### src/rtl/hex_glyph_sequencer_pkg.sv
// Shared glyph geometry and sequencer state encoding for the glyph renderers.
package hex_glyph_sequencer_pkg;

  localparam int unsigned GLYPH_W = 5;
  localparam int unsigned GLYPH_H = 5;

  typedef enum logic [1:0] {
    ST_IDLE = 2'd0,
    ST_LOAD = 2'd1,
    ST_EMIT = 2'd2,
    ST_DONE = 2'd3
  } state_e;

endpackage

### src/rtl/hex_glyph_sequencer_col_shifter.sv
// Holds one glyph row and walks its columns plus the trailing gap columns,
// producing the current pixel and an end-of-digit flag.
module glyph_col_shifter
  import hex_glyph_sequencer_pkg::*;
#(
  parameter int unsigned GAP = 1
) (
  input  logic               clk,
  input  logic               rst,
  input  logic               load,
  input  logic               advance,
  input  logic               gap_en,
  input  logic [GLYPH_W-1:0] bits,
  output logic               pix_data,
  output logic               end_of_digit
);

  logic [GLYPH_W-1:0] glyph_q, glyph_d;
  logic [2:0]         col_q, col_d;

  // Next glyph/column: load restarts at column 0, accept steps one column.
  always_comb begin
    glyph_d = glyph_q;
    col_d   = col_q;
    if (load) begin
      glyph_d = bits;
      col_d   = '0;
    end else if (advance) begin
      col_d = col_q + 3'd1;
    end
  end

  // Glyph row and column registers.
  always_ff @(posedge clk) begin
    if (rst) begin
      glyph_q <= '0;
      col_q   <= '0;
    end else begin
      glyph_q <= glyph_d;
      col_q   <= col_d;
    end
  end

  // Glyph columns come from the register, gap columns are blank.
  always_comb begin
    pix_data = 1'b0;
    if (col_q < 3'(GLYPH_W)) begin
      pix_data = glyph_q[col_q];
    end
  end

  // Last column of this digit: glyph edge, or end of the gap when one follows.
  always_comb begin
    end_of_digit = (col_q == 3'(GLYPH_W - 1));
    if (gap_en) begin
      end_of_digit = (col_q == 3'(GLYPH_W - 1 + GAP));
    end
  end

endmodule

### src/rtl/hex_glyph_sequencer.sv
// Renders an NDIGITS hex value as a row-major 5-row pixel stream by stepping
// an external 5x5 glyph ROM row by row, digit by digit (MSD first).
module hex_glyph_sequencer
  import hex_glyph_sequencer_pkg::*;
#(
  parameter int unsigned NDIGITS = 4,
  parameter int unsigned GAP     = 1
) (
  input  logic                   clk,
  input  logic                   rst,
  input  logic                   start,
  input  logic [4*NDIGITS-1:0]   value,
  output logic                   busy,
  output logic                   done,
  output logic [3:0]             rom_digit,
  output logic [2:0]             rom_yoff,
  input  logic [4:0]             rom_bits,
  output logic                   pix_valid,
  input  logic                   pix_ready,
  output logic                   pix_data,
  output logic [7:0]             pix_x,
  output logic [2:0]             pix_y,
  output logic                   pix_last
);

  state_e               state_q, state_d;
  logic [4*NDIGITS-1:0] value_q, value_d;
  logic [2:0]           row_q, row_d;
  logic [2:0]           digit_q, digit_d;
  logic [7:0]           x_q, x_d;

  logic [3:0] nibble;
  logic       last_digit;
  logic       last_row;
  logic       sh_load;
  logic       sh_advance;
  logic       sh_pix;
  logic       sh_end;

  assign last_digit = (digit_q == 3'(NDIGITS - 1));
  assign last_row   = (row_q == 3'(GLYPH_H - 1));

  // Select the latched nibble for the current digit, digit 0 being the MSD.
  always_comb begin
    nibble = '0;
    for (int unsigned i = 0; i < NDIGITS; i++) begin
      if (digit_q == 3'(i)) begin
        nibble = value_q[4*(NDIGITS-1-i) +: 4];
      end
    end
  end

  glyph_col_shifter #(
    .GAP (GAP)
  ) u_col_shifter (
    .clk          (clk),
    .rst          (rst),
    .load         (sh_load),
    .advance      (sh_advance),
    .gap_en       (!last_digit),
    .bits         (rom_bits),
    .pix_data     (sh_pix),
    .end_of_digit (sh_end)
  );

  // Next-state and output decode; every output defaults to 0.
  always_comb begin
    state_d    = state_q;
    value_d    = value_q;
    row_d      = row_q;
    digit_d    = digit_q;
    x_d        = x_q;
    busy       = 1'b0;
    done       = 1'b0;
    rom_digit  = '0;
    rom_yoff   = '0;
    pix_valid  = 1'b0;
    pix_data   = 1'b0;
    pix_x      = '0;
    pix_y      = '0;
    pix_last   = 1'b0;
    sh_load    = 1'b0;
    sh_advance = 1'b0;

    case (state_q)
      ST_IDLE: begin
        if (start) begin
          value_d = value;
          row_d   = '0;
          digit_d = '0;
          x_d     = '0;
          state_d = ST_LOAD;
        end
      end
      ST_LOAD: begin
        busy      = 1'b1;
        rom_digit = nibble;
        rom_yoff  = row_q;
        sh_load   = 1'b1;
        state_d   = ST_EMIT;
      end
      ST_EMIT: begin
        busy      = 1'b1;
        rom_digit = nibble;
        rom_yoff  = row_q;
        pix_valid = 1'b1;
        pix_data  = sh_pix;
        pix_x     = x_q;
        pix_y     = row_q;
        pix_last  = last_digit && last_row && sh_end;
        if (pix_ready) begin
          x_d        = x_q + 8'd1;
          sh_advance = 1'b1;
          if (sh_end) begin
            if (!last_digit) begin
              digit_d = digit_q + 3'd1;
              state_d = ST_LOAD;
            end else if (!last_row) begin
              row_d   = row_q + 3'd1;
              digit_d = '0;
              x_d     = '0;
              state_d = ST_LOAD;
            end else begin
              state_d = ST_DONE;
            end
          end
        end
      end
      ST_DONE: begin
        busy    = 1'b1;
        done    = 1'b1;
        state_d = ST_IDLE;
      end
      default: state_d = ST_IDLE;
    endcase
  end

  // State, latched value and position counters.
  always_ff @(posedge clk) begin
    if (rst) begin
      state_q <= ST_IDLE;
      value_q <= '0;
      row_q   <= '0;
      digit_q <= '0;
      x_q     <= '0;
    end else begin
      state_q <= state_d;
      value_q <= value_d;
      row_q   <= row_d;
      digit_q <= digit_d;
      x_q     <= x_d;
    end
  end

endmodule
### config.mk
export PLATFORM = sky130hd
export DESIGN_NAME = hex_glyph_sequencer
export DESIGN_NICKNAME = d
export VERILOG_FILES = /design/src/rtl/hex_glyph_sequencer_pkg.sv /design/src/rtl/hex_glyph_sequencer_col_shifter.sv /design/src/rtl/hex_glyph_sequencer.sv
export SDC_FILE = /design/constraint.sdc
export NUM_CORES = 1
export LEC_CHECK = 0
export ABC_AREA = 1
export ABC_CLOCK_PERIOD_IN_PS = 2600
export CORE_ASPECT_RATIO = 1.25
export CORE_MARGIN = 2
export CORE_UTILIZATION = 55
export CTS_CLUSTER_DIAMETER = 200
export CTS_CLUSTER_SIZE = 14
export DETAILED_ROUTE_END_ITERATION = 8
export PLACE_DENSITY = 0.89
export SLEW_MARGIN = 40
export SYNTH_ARGS = -nofsm -noshare
export SYNTH_HDL_FRONTEND = slang
export SYNTH_HIERARCHICAL = 1
export SYNTH_SLANG_ARGS = --single-unit
### constraint.sdc
create_clock -name clk -period 2.6 [get_ports clk]
set_clock_uncertainty 0.05 [all_clocks]
set_input_delay 0.39 -clock clk [delete_from_list [all_inputs] [get_ports clk]]
set_output_delay 0.39 -clock clk [all_outputs]
set_load 0.05 [all_outputs]
# Word level (Yosys, flattened, before mapping)
# Cells that the tools add are included.
# totals
latch_bits	0
out_inout_bits	23
input_bits	25
word_cells	84
mem_count	0
mem_bits_ro	0
ff_bits	40
mem_bits_rw	0
# classes
n_reduce_logical	13
bitwise_logic	0
order_cmp	2
shift	0
div	0
eq_ne	15
add_sub_neg	4
mux	43
multipliers	0
# op_table
op	count
$mux W8	6
$mux W3	11
$mux W4	5
$pmux W8 S2	1
$pmux W3 S2	2
$mux W1	11
$mux W2	5
$ne A2 B2 Y1 const B	5
$add A3 B1 Y3 const B	3
$eq A3 B3 Y1 const B	3
$add A8 B1 Y8 const B	1
$pmux W2 S4	1
$eq A3 B2 Y1 const B	2
$reduce_and A3 Y1	2
$reduce_and A6 Y1	1
$reduce_and A5 Y1	1
$eq A2 B2 Y1 const B	2
$lt A3 B4 Y1 const B	1
$reduce_or A2 Y1	2
$bmux W1 S3	1
$eq A3 B1 Y1 const B	1
$logic_not A3 Y1	1
$lt A3 B3 Y1 const B	1
$ne A3 B3 Y1 const B	1
other kinds (6)	7

# Depth between registers and ports, before layout
# depth
ltp_word	6
mapped_depth	12
mapped_depth_nobuf	12

# Modules after synthesis
# The synthesis kept the hierarchy.
# modules_own_cells
module	n_inst	cells_each	area_each_um2	seq_area_each_um2
hex_glyph_sequencer	1	300	1888.1	640.6
glyph_col_shifter	1	55	399.1	160.2

# Least setup slack after synthesis
# No wires, ideal clock.
# synth_path
path_type	reg-to-output
from	register state_q[0]
to	output port pix_x[0]
required_time_ns	2.160
stages_incl_launch_ff	7
path_buffers	2
arrival_time_ns	1.822
setup_slack_ns	0.338
path_cell_list	dfxtp_1 > inv_1 > ha_1 > buf_6 > clkbuf_1 > nand2_1 > inv_1
# synth_between
elab_chain_cells	2
# synth_lines
element	line_no	rtl
start: declaration	hex_glyph_sequencer.sv:26	state_e state_q, state_d;
start signal: assignment	hex_glyph_sequencer.sv:147	state_q <= state_d;
$eq A2 B2 Y1	hex_glyph_sequencer.sv:85	case (state_q)
$mux W8	hex_glyph_sequencer.sv:85	
end: declaration	hex_glyph_sequencer.sv:21	output logic [7:0] pix_x,
# No other way between the ends.

# Worst setup path after layout
# layout_path
from	register digit_q[0]
to	output port pix_last
# layout_between
elab_chain_cells	4
elab_cells_between_ends	5
classes_between	eq/ne (1); mux (2); reduce/logical (2)
# layout_lines
element	line_no	rtl
start: declaration	hex_glyph_sequencer.sv:29	logic [2:0] digit_q, digit_d;
start signal: assignment	hex_glyph_sequencer.sv:150	digit_q <= digit_d;
$eq A3 B2 Y1	hex_glyph_sequencer.sv:40	assign last_digit = (digit_q == 3'(NDIGITS - 1));
$mux W1	hex_glyph_sequencer_col_shifter.sv:55	if (gap_en) begin
via sh_end	hex_glyph_sequencer.sv:38	logic sh_end;
$logic_and A1 B1 Y1	hex_glyph_sequencer.sv:110	pix_last = last_digit && last_row && sh_end;
$mux W1	hex_glyph_sequencer.sv:85	
end: declaration	hex_glyph_sequencer.sv:23	output logic pix_last
# The timed path passes the listed nets, and every way through them passes these cells.

==> run metrics <==
number of antenna violations at the first check in global routing 0; Hold Path Class reg -> reg; headroom to the max-slew limit a little over three fifths; Design Area, Final between 3000 and 4000 um^2; area of the placeable core 4034 um^2; delay contributed by the slowest stage of the critical path between 300 and 400 ps; total gr overflow 0; DR iter-0 viols 126; run status finished clean; endpoint kind of the worst setup timing path output port; number of fillers in the final layout 330; cell row count 26; Post-DRT Antenna Nets 0; NumNets Final 444; area delta synth->final 33.53%; cell area after synthesis about 2300 um^2; type of origin of the critical path flop; antenna cell count 0; register area share after synthesis 35.01%; wire length of the first global-routing pass around 8.8 mm; post-CTS setup buffers 0; clock tree from TritonCTS yes; storage element area approximately 800 um^2; Final Hold Viols 0; ranking of synthesized cells by area sky130_fd_sc_hd__dfxtp_1, sky130_fd_sc_hd__nand2_1, sky130_fd_sc_hd__nor2_1; Inserted Clock Buffers 5; detailed-route DRC error count 0; RSZ-0062 raised after global routing no; First-pass DRT Iterations 4; vias about 2.3k; Slew Limit Fails 0; gate count of the mapped netlist 355; via density per instance ~5.1; multi-input gate area in the final layout ~1200 um^2; number of clock sinks 40; fraction of post-synthesis cell area in the top cell type by area 35.01%; pwr dens about 940 nW/um^2; fraction of power consumed by the clock network a little under a fifth; total net switching power about 1.3 mW; biggest fanout along the worst timing path 9; H-tree levels 2; slew at the pin closest to its max-slew limit between 500 and 600 ps; share of cells above drive strength 1 roughly 12%; setup_tns 0 ps; cell chosen for the clock root sky130_fd_sc_hd__clkbuf_8; syn_nets a little under 400; sequential cell fraction of total power 29.8%; maximum achievable frequency roughly 420 MHz; data required time of the worst path approximately 2200 ps; Syn. warnings 6; Mapped Avg Cell Area around 6.4 um^2; number of gates given a new drive strength after cts 0; flip-flop and latch count after synthesis 40; overall power of the completed layout 2.880 mW; fraction of power consumed by combinational cells 51.7%; # IOs 48; average wire length per cell after detail routing approximately 11 um; GP Congestion between 0.8 and 0.9; Static Leak approximately 1.5 nW; CP Data Arrival Time between 1500 and 2000 ps; total length of routed wires 5.238 mm; count of input and output buffers between 40 and 50; IR drop worst, VDD 864.0 uV; Final Setup Violations 0; vias in the first global route about 2.2k; portion of the clock cycle consumed by the worst path in the final layout roughly nine tenths; Post-DP Area 2932 um^2; pin count of the biggest net entering global routing 23; starting utilization of the core area between 50 and 60%; Chip Height 76.10 um; Post-Route Utilization between 70% and 80%; Pint about 1.5 mW; total half-perimeter wirelength after legalization and detailed placement 3.974 mm; hold-fix buffer count after cts 0; Reg clk slew, reported paths roughly 80 ps; overall die area 4694 um^2; slowest cell on the critical path sky130_fd_sc_hd__dfxtp_1; area leader, netlist sky130_fd_sc_hd__dfxtp_1; number of distinct standard cells referenced by the synthesized netlist 24; number of maximum-capacitance constraint violations 0; time the worst path needs with I/O delays and setup between 2000 and 2500 ps; worst-skew pair later-pin latency around 300 ps; crit-path cells ha_1, nand2_1, o21ai_1, nand3_1, nor2_1, buf_12; number of buffers between clock root and the deepest sink 2; GRT Total Usage ~24%; Worst Path Class, Setup reg -> out; Sw Ratio 46.40%; horizontal die dimension 61.68 um
worst max-delay path, delay by kind of cell (launching register included):
family,cells,cell delay (ps)
simple gates,3,560
fa+ha+maj,1,250
flops,1,370
compound gates,1,270
buf+inv,1,170
power by group through the flow:
stage | registers (mW) | logic [mW] | clock network, mW
detailed placement | 0.871 | 1.47 | 0
finish | 0.859 | 1.49 | 0.531
global placement | 0.863 | 1.42 | 0
CTS | 0.858 | 1.49 | 0.532
global route | 0.876 | 1.65 | 0.555
floorplan | 0.844 | 1.10 | 0
cells in the final DEF, fill, tap and decap left out, types with 2 or more instances in the layout:
master                            instances
sky130_fd_sc_hd__inv_2                    5
sky130_fd_sc_hd__nand2_1                 75
sky130_fd_sc_hd__buf_12                  13
sky130_fd_sc_hd__dfxtp_1                 40
sky130_fd_sc_hd__ha_1                    14
sky130_fd_sc_hd__nand4_1                  3
sky130_fd_sc_hd__clkbuf_8                 5
sky130_fd_sc_hd__nand2_2                  3
sky130_fd_sc_hd__nor2_4                   2
sky130_fd_sc_hd__nor2_1                  57
sky130_fd_sc_hd__dlymetal6s2s_1           3
sky130_fd_sc_hd__a21oi_1                 18
sky130_fd_sc_hd__or2_2                    4
sky130_fd_sc_hd__o21ai_1                  3
sky130_fd_sc_hd__inv_1                   53
sky130_fd_sc_hd__nor2_2                   4
sky130_fd_sc_hd__o21ai_0                 26
sky130_fd_sc_hd__nand3_1                 35
sky130_fd_sc_hd__clkdlybuf4s50_1         26
sky130_fd_sc_hd__buf_4                    8
synthesized netlist by cell type:
library cell and instances:
sky130_fd_sc_hd__a211oi_1 1, sky130_fd_sc_hd__a21oi_1 18, sky130_fd_sc_hd__buf_2 2, sky130_fd_sc_hd__buf_6 1, sky130_fd_sc_hd__clkbuf_1 4, sky130_fd_sc_hd__clkinv_1 1
sky130_fd_sc_hd__dfxtp_1 40, sky130_fd_sc_hd__ha_1 14, sky130_fd_sc_hd__inv_1 53, sky130_fd_sc_hd__inv_2 5, sky130_fd_sc_hd__inv_4 1, sky130_fd_sc_hd__nand2_1 75
sky130_fd_sc_hd__nand2_2 3, sky130_fd_sc_hd__nand2_4 1, sky130_fd_sc_hd__nand3_1 35, sky130_fd_sc_hd__nand4_1 3, sky130_fd_sc_hd__nor2_1 57, sky130_fd_sc_hd__nor2_2 4
sky130_fd_sc_hd__nor2_4 2, sky130_fd_sc_hd__nor3_1 1, sky130_fd_sc_hd__o21ai_0 27, sky130_fd_sc_hd__o21ai_1 2, sky130_fd_sc_hd__o21bai_1 1, sky130_fd_sc_hd__or2_2 4
area by class of cell:
cell class              instances  area share (%)
well taps                      56           2.294
repair buffers                 50           20.24
multi-input cells             248           40.02
flip-flops and latches         40           26.22
inverters                      60           7.456
clock inverters                 3           1.516
clock buffers                   5           2.253
layer usage:
metal  global-route usage (%)  share of wire [%]  vias up
li1                         -                  -     1207
met1                    26.57                 40     1047
met2                    41.37                 53       75
met3                    4.244                4.3       13
met4                    12.55                2.4        0
met5                        0                  0        -
path summary, 6_finish.rpt:
path	start	endpoint	slack [ps]	depth (start not counted)
worst max-delay path	digit_q[0]$_SDFFE_PP0P_	pix_last	240	6
worst min-delay path	u_col_shifter/glyph_q[1]$_SDFFE_PP0P_	u_col_shifter/glyph_q[1]$_SDFFE_PP0P_	410	2
worst max register to register	digit_q[0]$_SDFFE_PP0P_	digit_q[2]$_SDFFE_PP0P_	550	10
worst min register to register	u_col_shifter/glyph_q[1]$_SDFFE_PP0P_	u_col_shifter/glyph_q[1]$_SDFFE_PP0P_	410	2
flip-flops by register name (all words and copies together), names as in the netlist:
| register | flops |
|---|---|
| u_col_shifter/glyph_q | 5 |
| digit_q | 3 |
| row_q | 3 |
| u_col_shifter/col_q | 3 |
| value_q | 16 |
| x_q | 8 |
| state_q | 2 |
cells by family after synthesis:
family	share of synthesized area, %
buffers and inverters	11.54
and+or+nand+nor	34.85
adders and majority gates	7.659
AOI/OAI and AO/OA	10.94
DFF	35.01
stage by stage:
| step | cells | hold slack [ps] | setup WS, ps |
|---|---|---|---|
| floorplan | 355 | 379.3 | 338.0 |
| global placement | 454 | 394.3 | 410.8 |
| detailed placement | 454 | 402.3 | 356.1 |
| CTS | 462 | 414.2 | 1.291 |
| global route | 462 | 443.3 | 21.86 |
| finish | 462 | 409.7 | 235.2 |
No activity file was read; power rests on OpenSTA's default activity.
